--- src/rtl/threshold_monitor_pkg.sv ---
// Shared types and helpers for the threshold monitor.
// Latency: none (types and a constant function only).
// Backpressure: none.
package threshold_monitor_pkg;

  // Alarm FSM states. HI_PEND / LO_PEND are the debounce windows on the way
  // into and out of the alarm condition.
  typedef enum logic [1:0] {
    NORMAL  = 2'd0,
    HI_PEND = 2'd1,
    HIGH    = 2'd2,
    LO_PEND = 2'd3
  } state_t;

  // Width of the debounce counter. It must hold values up to DEBOUNCE.
  // The result is at least one bit, so DEBOUNCE==1 still gets a legal vector.
  function automatic int dbnc_cnt_w(input int debounce);
    return (debounce < 1) ? 1 : $clog2(debounce + 1);
  endfunction

endpackage

--- src/rtl/threshold_cmp.sv ---
// Stage-1 compare slice: registers the sample-vs-threshold flags, valid and config error.
// Latency: 1 cycle from sample/thresholds to the registered flags.
// Backpressure: none; every cycle is accepted, and invalid cycles only clear valid_d1.
//
// Ports:
//   clk, rst      clock and synchronous active-high reset
//   thresholds    {high, low}, each DATA_W bits
//   sample        sample value; sample_valid qualifies it
//   ge_hi, le_lo  registered sample>=high and sample<=low
//   valid_d1      registered sample_valid
//   cfg_err       registered high<low (updated every cycle, independent of valid)
module threshold_cmp
  import threshold_monitor_pkg::*;
#(
  parameter int DATA_W = 16
) (
  input  logic                clk,
  input  logic                rst,
  input  logic [2*DATA_W-1:0] thresholds,
  input  logic [DATA_W-1:0]   sample,
  input  logic                sample_valid,
  output logic                ge_hi,
  output logic                le_lo,
  output logic                valid_d1,
  output logic                cfg_err
);

  logic [DATA_W-1:0] high;
  logic [DATA_W-1:0] low;

  assign high = thresholds[2*DATA_W-1:DATA_W];
  assign low  = thresholds[DATA_W-1:0];

  always_ff @(posedge clk) begin
    if (rst) begin
      ge_hi    <= 1'b0;
      le_lo    <= 1'b0;
      valid_d1 <= 1'b0;
      cfg_err  <= 1'b0;
    end else begin
      ge_hi    <= (sample >= high);
      le_lo    <= (sample <= low);
      valid_d1 <= sample_valid;
      // Equal thresholds are legal. Only a strict inversion is an error.
      cfg_err  <= (high < low);
    end
  end

endmodule

--- src/rtl/threshold_monitor.sv ---
// Hysteresis + debounce threshold alarm with a saturating alarm-event counter.
// Latency: 2 cycles from sample to alarm_o/alarm_rise_o; event_cnt_o follows alarm_rise_o by 1 cycle.
// Backpressure: none; invalid cycles hold the FSM and debounce count, so sample gaps are tolerated.
//
// Ports:
//   clk_i, rst_i    clock and synchronous active-high reset
//   thresholds_i    {high[2*DATA_W-1:DATA_W], low[DATA_W-1:0]}
//   sample_i        sample value, qualified by sample_valid_i
//   clear_i         one-cycle pulse that zeroes event_cnt_o; it wins over a same-cycle increment
//   alarm_o         state is HIGH or LO_PEND
//   alarm_rise_o    one-cycle pulse on a fresh entry to HIGH
//   event_cnt_o     number of fresh alarm entries, saturating
//   cfg_err_o       registered high<low
module threshold_monitor
  import threshold_monitor_pkg::*;
#(
  parameter int DATA_W   = 16,
  parameter int DEBOUNCE = 4,
  parameter int CNT_W    = 16
) (
  input  logic                clk_i,
  input  logic                rst_i,
  input  logic [2*DATA_W-1:0] thresholds_i,
  input  logic [DATA_W-1:0]   sample_i,
  input  logic                sample_valid_i,
  input  logic                clear_i,
  output logic                alarm_o,
  output logic                alarm_rise_o,
  output logic [CNT_W-1:0]    event_cnt_o,
  output logic                cfg_err_o
);

  localparam int             CW       = dbnc_cnt_w(DEBOUNCE);
  localparam logic [CW-1:0]  DBN_LAST = CW'(DEBOUNCE);
  localparam logic [CW-1:0]  CNT_ONE  = CW'(1);
  localparam logic [CNT_W-1:0] EV_MAX = '1;

  logic ge_hi;
  logic le_lo;
  logic valid_d1;
  logic cfg_err;

  threshold_cmp #(
    .DATA_W (DATA_W)
  ) u_cmp (
    .clk          (clk_i),
    .rst          (rst_i),
    .thresholds   (thresholds_i),
    .sample       (sample_i),
    .sample_valid (sample_valid_i),
    .ge_hi        (ge_hi),
    .le_lo        (le_lo),
    .valid_d1     (valid_d1),
    .cfg_err      (cfg_err)
  );

  state_t          state;
  state_t          state_n;
  logic [CW-1:0]   cnt;
  logic [CW-1:0]   cnt_n;
  logic [CW-1:0]   cnt_inc;
  logic            rise;
  logic            rise_n;
  logic [CNT_W-1:0] event_cnt;

  assign cnt_inc = cnt + CNT_ONE;

  always_ff @(posedge clk_i) begin
    if (rst_i) begin
      state <= NORMAL;
      cnt   <= '0;
      rise  <= 1'b0;
    end else begin
      state <= state_n;
      cnt   <= cnt_n;
      rise  <= rise_n;
    end
  end

  always_comb begin
    state_n = state;
    cnt_n   = cnt;
    rise_n  = 1'b0;
    if (cfg_err) begin
      // An inverted config can't be judged. Park in NORMAL until it is fixed.
      state_n = NORMAL;
      cnt_n   = '0;
    end else if (valid_d1) begin
      unique case (state)
        NORMAL: begin
          if (ge_hi) begin
            if (DEBOUNCE == 1) begin
              state_n = HIGH;
              rise_n  = 1'b1;
            end else begin
              state_n = HI_PEND;
              cnt_n   = CNT_ONE;
            end
          end
        end
        HI_PEND: begin
          if (ge_hi) begin
            if (cnt_inc == DBN_LAST) begin
              state_n = HIGH;
              cnt_n   = '0;
              rise_n  = 1'b1;
            end else begin
              cnt_n = cnt_inc;
            end
          end else begin
            state_n = NORMAL;
            cnt_n   = '0;
          end
        end
        HIGH: begin
          if (le_lo) begin
            if (DEBOUNCE == 1) begin
              state_n = NORMAL;
            end else begin
              state_n = LO_PEND;
              cnt_n   = CNT_ONE;
            end
          end
        end
        LO_PEND: begin
          if (le_lo) begin
            if (cnt_inc == DBN_LAST) begin
              state_n = NORMAL;
              cnt_n   = '0;
            end else begin
              cnt_n = cnt_inc;
            end
          end else begin
            // A failed exit debounce drops back into the existing alarm.
            // This is not a new event.
            state_n = HIGH;
            cnt_n   = '0;
          end
        end
        default: begin
          state_n = NORMAL;
          cnt_n   = '0;
        end
      endcase
    end
  end

  // The counter counts the registered rise pulse. This lets a clear_i issued
  // in the same cycle as alarm_rise_o discard that increment.
  always_ff @(posedge clk_i) begin
    if (rst_i) begin
      event_cnt <= '0;
    end else if (clear_i) begin
      event_cnt <= '0;
    end else if (rise && (event_cnt != EV_MAX)) begin
      event_cnt <= event_cnt + 1'b1;
    end
  end

  assign alarm_o      = (state == HIGH) || (state == LO_PEND);
  assign alarm_rise_o = rise;
  assign event_cnt_o  = event_cnt;
  assign cfg_err_o    = cfg_err;

endmodule

--- config.mk ---
export PLATFORM = sky130hd
export DESIGN_NAME = threshold_monitor
export DESIGN_NICKNAME = d
export VERILOG_FILES = /design/src/rtl/threshold_monitor_pkg.sv /design/src/rtl/threshold_cmp.sv /design/src/rtl/threshold_monitor.sv
export SDC_FILE = /design/constraint.sdc
export NUM_CORES = 1
export LEC_CHECK = 0
export ABC_AREA = 1
export BUFFER_PORTS_ARGS = -buffer_cell sky130_fd_sc_hd__clkbuf_2
export CORE_ASPECT_RATIO = 0.9
export CORE_MARGIN = 3
export CORE_UTILIZATION = 30
export CTS_CLUSTER_DIAMETER = 50
export DETAILED_ROUTE_END_ITERATION = 10
export MAX_ROUTING_LAYER = met4
export SKIP_LAST_GASP = 1
export SYNTH_ARGS = -nofsm -noshare
export SYNTH_HDL_FRONTEND = slang
export SYNTH_SLANG_ARGS = --single-unit
--- constraint.sdc ---
create_clock -name clk_i -period 2.1 [get_ports clk_i]
set_clock_uncertainty 0.15 [all_clocks]
set_input_delay 0.21 -clock clk_i [delete_from_list [all_inputs] [get_ports clk_i]]
set_output_delay 0.21 -clock clk_i [all_outputs]
set_load 0.01 [all_outputs]
== After elaboration in Yosys (flattened, before gate mapping) ==
Index checks and enable logic that the tools add are counted.
Word-level totals
  register bits after elaboration: 26
  output and inout port bits: 19
Operators by class
  $add $sub $neg: 2
  reduce and logical (&&, ||, !) cells: 8
  order comparisons: 3
  eq/ne operators: 9
  multiplexer cells: 14
  bitwise operators: 3
Operators with widths (number)
  16-bit by 1-bit adder with 16-bit output (second input constant): 1
  16-bit >= comparator: 1
  16-bit less-or-equal comparator: 1
  16-bit < comparator: 1
  16-bit inequality test (second input constant): 1
  3-bit two-way mux: 5
  2-bit two-way mux: 6
  3-bit one-hot mux with 4 select lines: 1
  2-bit one-hot mux with 4 select lines: 1
  3-bit inequality test (second input constant): 2
  5-bit AND reduction: 1
  5-bit OR reduction: 1
  2-bit equality test (second input constant): 2
  2-bit by 1-bit inequality test with 1-bit output (second input constant): 2
  2-bit OR reduction: 2
  3-bit by 1-bit adder with 3-bit output (second input constant): 1
  3-bit equality test (second input constant): 1
  1-bit inverter: 3
  3-bit AND reduction: 1
  2-bit by 1-bit equality test with 1-bit output (second input constant): 1
  2-bit logical NOT: 1
  1-bit logical AND: 1
  1-bit logical OR: 1
  1-bit two-way mux: 1

== Logic depth before layout (Yosys ltp) ==
  word-level depth: 5
  mapped depth: 13

== By module ==
Synthesis repeated with hierarchy kept, for this count alone.
Unflattened totals
  cell total of the unflattened synthesis: 378
  area total of the unflattened synthesis: 2513.7 um^2
By module, submodules not included
  threshold_cmp: times used 1, area an instance 1270.0 um^2, cells an instance 190
  threshold_monitor: times used 1, area an instance 1243.7 um^2, cells an instance 188

== Worst setup path before layout ==
Ideal clock, no wire load.
  path kind: reg-to-reg
  start: reg event_cnt[0] (netlist: event_cnt_o[0])
  end: reg event_cnt[11] (netlist: event_cnt_o[11])
  period minus slack after synthesis: 1681 ps
  data arrival time: 1416 ps
  path buffers: 1
  data required time: 1835 ps
  setup slack: 419 ps
  stages on the path, launching flop included: 10
  setup time: 115 ps
  path through: dfxtp_1 ha_1 inv_2 nor2_4 nand3_2 nand2_2 nand2_4 buf_6 a21oi_1 nor2_1
On the way
  word-level cells in the longest chain between the ends: 2
  elaborated cells on any way between the ends: 3
Ends and longest elaborated chain
  start: declaration: RTL line threshold_monitor.sv:64  | logic [CNT_W-1:0] event_cnt;
  start signal: assignment: RTL line threshold_monitor.sv:156  | event_cnt <= event_cnt + 1'b1;
  branches (longest 2 deep; another with 16-bit by 1-bit adder with 16-bit output)
Several ways; the timed one is not identified.
A chain may end at the register's enable or synchronous reset.

== Final worst setup path ==
  start: reg event_cnt[0] (netlist: event_cnt_o[0])
  end: reg event_cnt[15] (netlist: event_cnt_o[15])
The elaborated chain is that of the path after synthesis.

==> out/qor.yml <==
status:
  status: "finished clean"
synthesis:
  synth_xor_area_frac: 0.02729
  synth_top_cell_by_area: "ha_1"
  syn_area_per_cell_sq_um: 6.600
  synthesis.nets: 491
  synth_fa_ha_area_frac: 0.2437
  synth_most_common_cell: "nand2_1"
  synth_edf_count: 0
  synthSimpleGateAreaFrac: 0.3046
  synth_seq_cells: 26
  synth_compound_area_frac: 0.1082
  seq_area_frac_synth: 0.2027
  async_flop_share: 0
  synthMuxAreaShare: 0.004386
  ys_top_cells_by_count: "116 x nand2_1, 61 x inv_1, 50 x ha_1"
  syn_inst: 389
  synth_top_family_by_area: "simple AND/OR/NAND/NOR gates"
  yosysTopAreaCellShare: 0.2437
  post_synth_num_cell_types: 31
  yosysWarningCount: 0
  synthFlopType: "dfxtp_1"
  synth_area_leaders: "ha_1 24%, dfxtp_1 20%, nand2_1 17%"
  netlist_area_sq_mm: 0.002567
hold_path:
  min-delay-start: "rst_i"
  whs_path_depth: 2
  hp-class: "input port to flip-flop"
  holdPathEnd: "u_cmp.cfg_err"
final_layout:
  fillerInstances: 896
  area_growth_pct: 20.91
  nets: 563
  multi_input_area_sq_mm: 0.001767
  drive_above_1_share: 0.2022
  antenna_cells: 0
  ff_latch_area_sq_um: 520.5
  design_area_sq_mm: 0.003104
  fin_util: 0.3793
worst_setup_path:
  r2r_cells: 9
  startpoint: "event_cnt_o[0]"
  r2r-end: "event_cnt_o[15]"
  crit_path_end_kind: "flip-flop"
  cp_data_arrival_time_ps: 1890
  rr_startpoint: "event_cnt_o[0]"
  ff2ff_setup_slack_ps: 270
  startpoint_type: "flip-flop"
  critPathKind: "flip-flop to flip-flop"
  crit_fanout: 17
  required_ps: 2160
die:
  io_pins: 71
  fp.coreArea_sq_mm: 0.008184
  die_w_um: 103.5
  num_rows: 31
  die_area_sq_mm: 0.009706
  floorplan.initialDensity: 0.3137
  die_h_um: 93.77
placed_design:
  portBuffers: 70
  dpl_cell_area_sq_mm: 0.003023
  dp_hpwl_mm: 5.167
  place.gp.congestion: 0.8375
sta:
  slew_headroom: 0.6062
  period_share: 0.8711
  hold_ws_ps: 37.05
  layout_min_cycle_time_ps: 1829
  slew_violations: 0
  hold_violations: 0
  fmax_mhz: 546.6
  tightest_slew_ps: 590.1
  grt_setup_unrepaired: "no"
  setup_viol: 0
  finalSetupTns_ps: 0
detailed_routing:
  vias: 2491
  drc_errors: 0
  routed_wl_mm: 5.987
  ant_nets: 0
  routedWlPerCell_um: 10.41
  via_per_inst: 4.332
  firstDrtPassIters: 4
  drt-initial-drc-count: 62
global_route:
  grt_max_degree: 18
  grt_use_total: 0.1263
  grt_pass1_wl_mm: 10.25
  grt_overflow: 0
  grt_pass1_vias: 2414
  antenna_found_initial: 0
power:
  leakagePower_nw: 1.630
  vdd_drop_max_mv: 0.2150
  cellPowerDensity_mw_per_mm2: 395.0
clocking:
  root_buffer: "clkbuf_8"
  cts_buffer_depth: 2
  numCtsBuffers: 3
  post_cts_buffers: 0
  cts_max_level: 1
  clk_latency_ps: 280
  path_clk_slew_ps: 90
  cts_tree: "built"
  cts.sinks: 26
run:
  maxCapViolations: 0
-- flip-flops by register name, indices dropped and copies added, names as in the netlist --
| register | cells |
|---|---|
| cnt | 3 |
| u_cmp.ge_hi | 1 |
| alarm_rise_o | 1 |
| event_cnt_o | 16 |
| u_cmp.le_lo | 1 |
| u_cmp.cfg_err | 1 |
| u_cmp.valid_d1 | 1 |
| state | 2 |
-- how the worst max path moves through the flow --
stage,end,slack [ps],depth (start not counted)
6_report,event_cnt_o[15],270,9
5_1_grt,event_cnt_o[2],150,9
4_1_cts,event_cnt_o[15],270,9
3_5_place_dp,event_cnt_o[15],310,9
3_3_place_gp,event_cnt_o[15],380,9
2_1_floorplan,event_cnt_o[11],420,9
-- final cells by class --
type | count | share of cell area
Multi-Input combinational cell | 296 | 0.5691
Sequential cell | 26 | 0.1677
Timing Repair Buffer | 71 | 0.1161
Inverter | 63 | 0.07779
Tap cell | 115 | 0.04635
Clock buffer | 3 | 0.01330
Clock inverter | 1 | 0.009674
-- cells by family after synthesis --
| group | count (synthesis) |
|---|---|
| XOR/XNOR | 8 |
| AND/OR/NAND/NOR | 189 |
| multiplexers | 1 |
| buffers and inverters | 67 |
| flip-flops | 26 |
| adder cells (fa/ha/maj) | 50 |
| AO/OA/AOI/OAI | 48 |
-- metal layers --
layer	global-route usage	up-vias	share of wire
li1	-	1378	-
met1	0.1607	1063	0.50
met2	0.2206	43	0.46
met3	0.008247	7	0.025
met4	0.03322	0	0.016
met5	-	-	0
-- timing repair --
| item | 4_1_cts | 5_1_grt |
|---|---|---|
| hold endpoints to repair | 1 | 0 |
| hold buffers | 1 | 0 |
| gates resized for setup | 0 | 0 |
-- worst max-delay path, cell delays in order, from the launching register on --
cell	delay [ps]
dfxtp_1	440
ha_1	270
inv_2	60
nor2_4	140
nand3_2	100
nand2_2	80
nand2_4	140
inv_6	160
nand2_1	60
a21oi_1	130
-- cells in the final DEF (no fill, tap or decap) --
master         count
nand2_4            1
o21ai_0            9
ha_1              50
nor3b_1            1
inv_6              1
nor2_4             1
nor3_1             6
dlygate4sd3_1      1
a21o_1             2
mux2_2             1
clkbuf_8           3
a22oi_1            1
nor2b_1            1
nor2_1            42
dfxtp_1           26
bufinv_16          1
a21oi_1           27
nand2_1          116
nand3_1           10
o21ai_1            1
nor4_1             1
xnor2_1            3
nand2_2            4
inv_1             61
a21oi_2            8
nand4_1            4
nand3_2            1
inv_2              1
clkbuf_2          70
nor2_2             1
xor2_1             5
-- metrics by stage --
stage | cells | power [mW] | setup WS, ps
after detailed placement | 570 | 0.8158 | 307.0
final | 575 | 1.226 | 270.7
after CTS | 575 | 1.243 | 273.7
after floorplan | 389 | 0.7041 | 419.3
after global placement | 570 | 0.8079 | 380.6
after global routing | 575 | 1.308 | 153.8
-- power breakdown --
part | total [mW] | leakage, nW | switching [mW] | internal, mW
clock | 0.422 | 0.0357 | 0.167 | 0.256
combinational | 0.299 | 1.38 | 0.167 | 0.131
sequential | 0.505 | 0.211 | 0.00498 | 0.500
No activity file was read; power rests on OpenSTA's default activity.
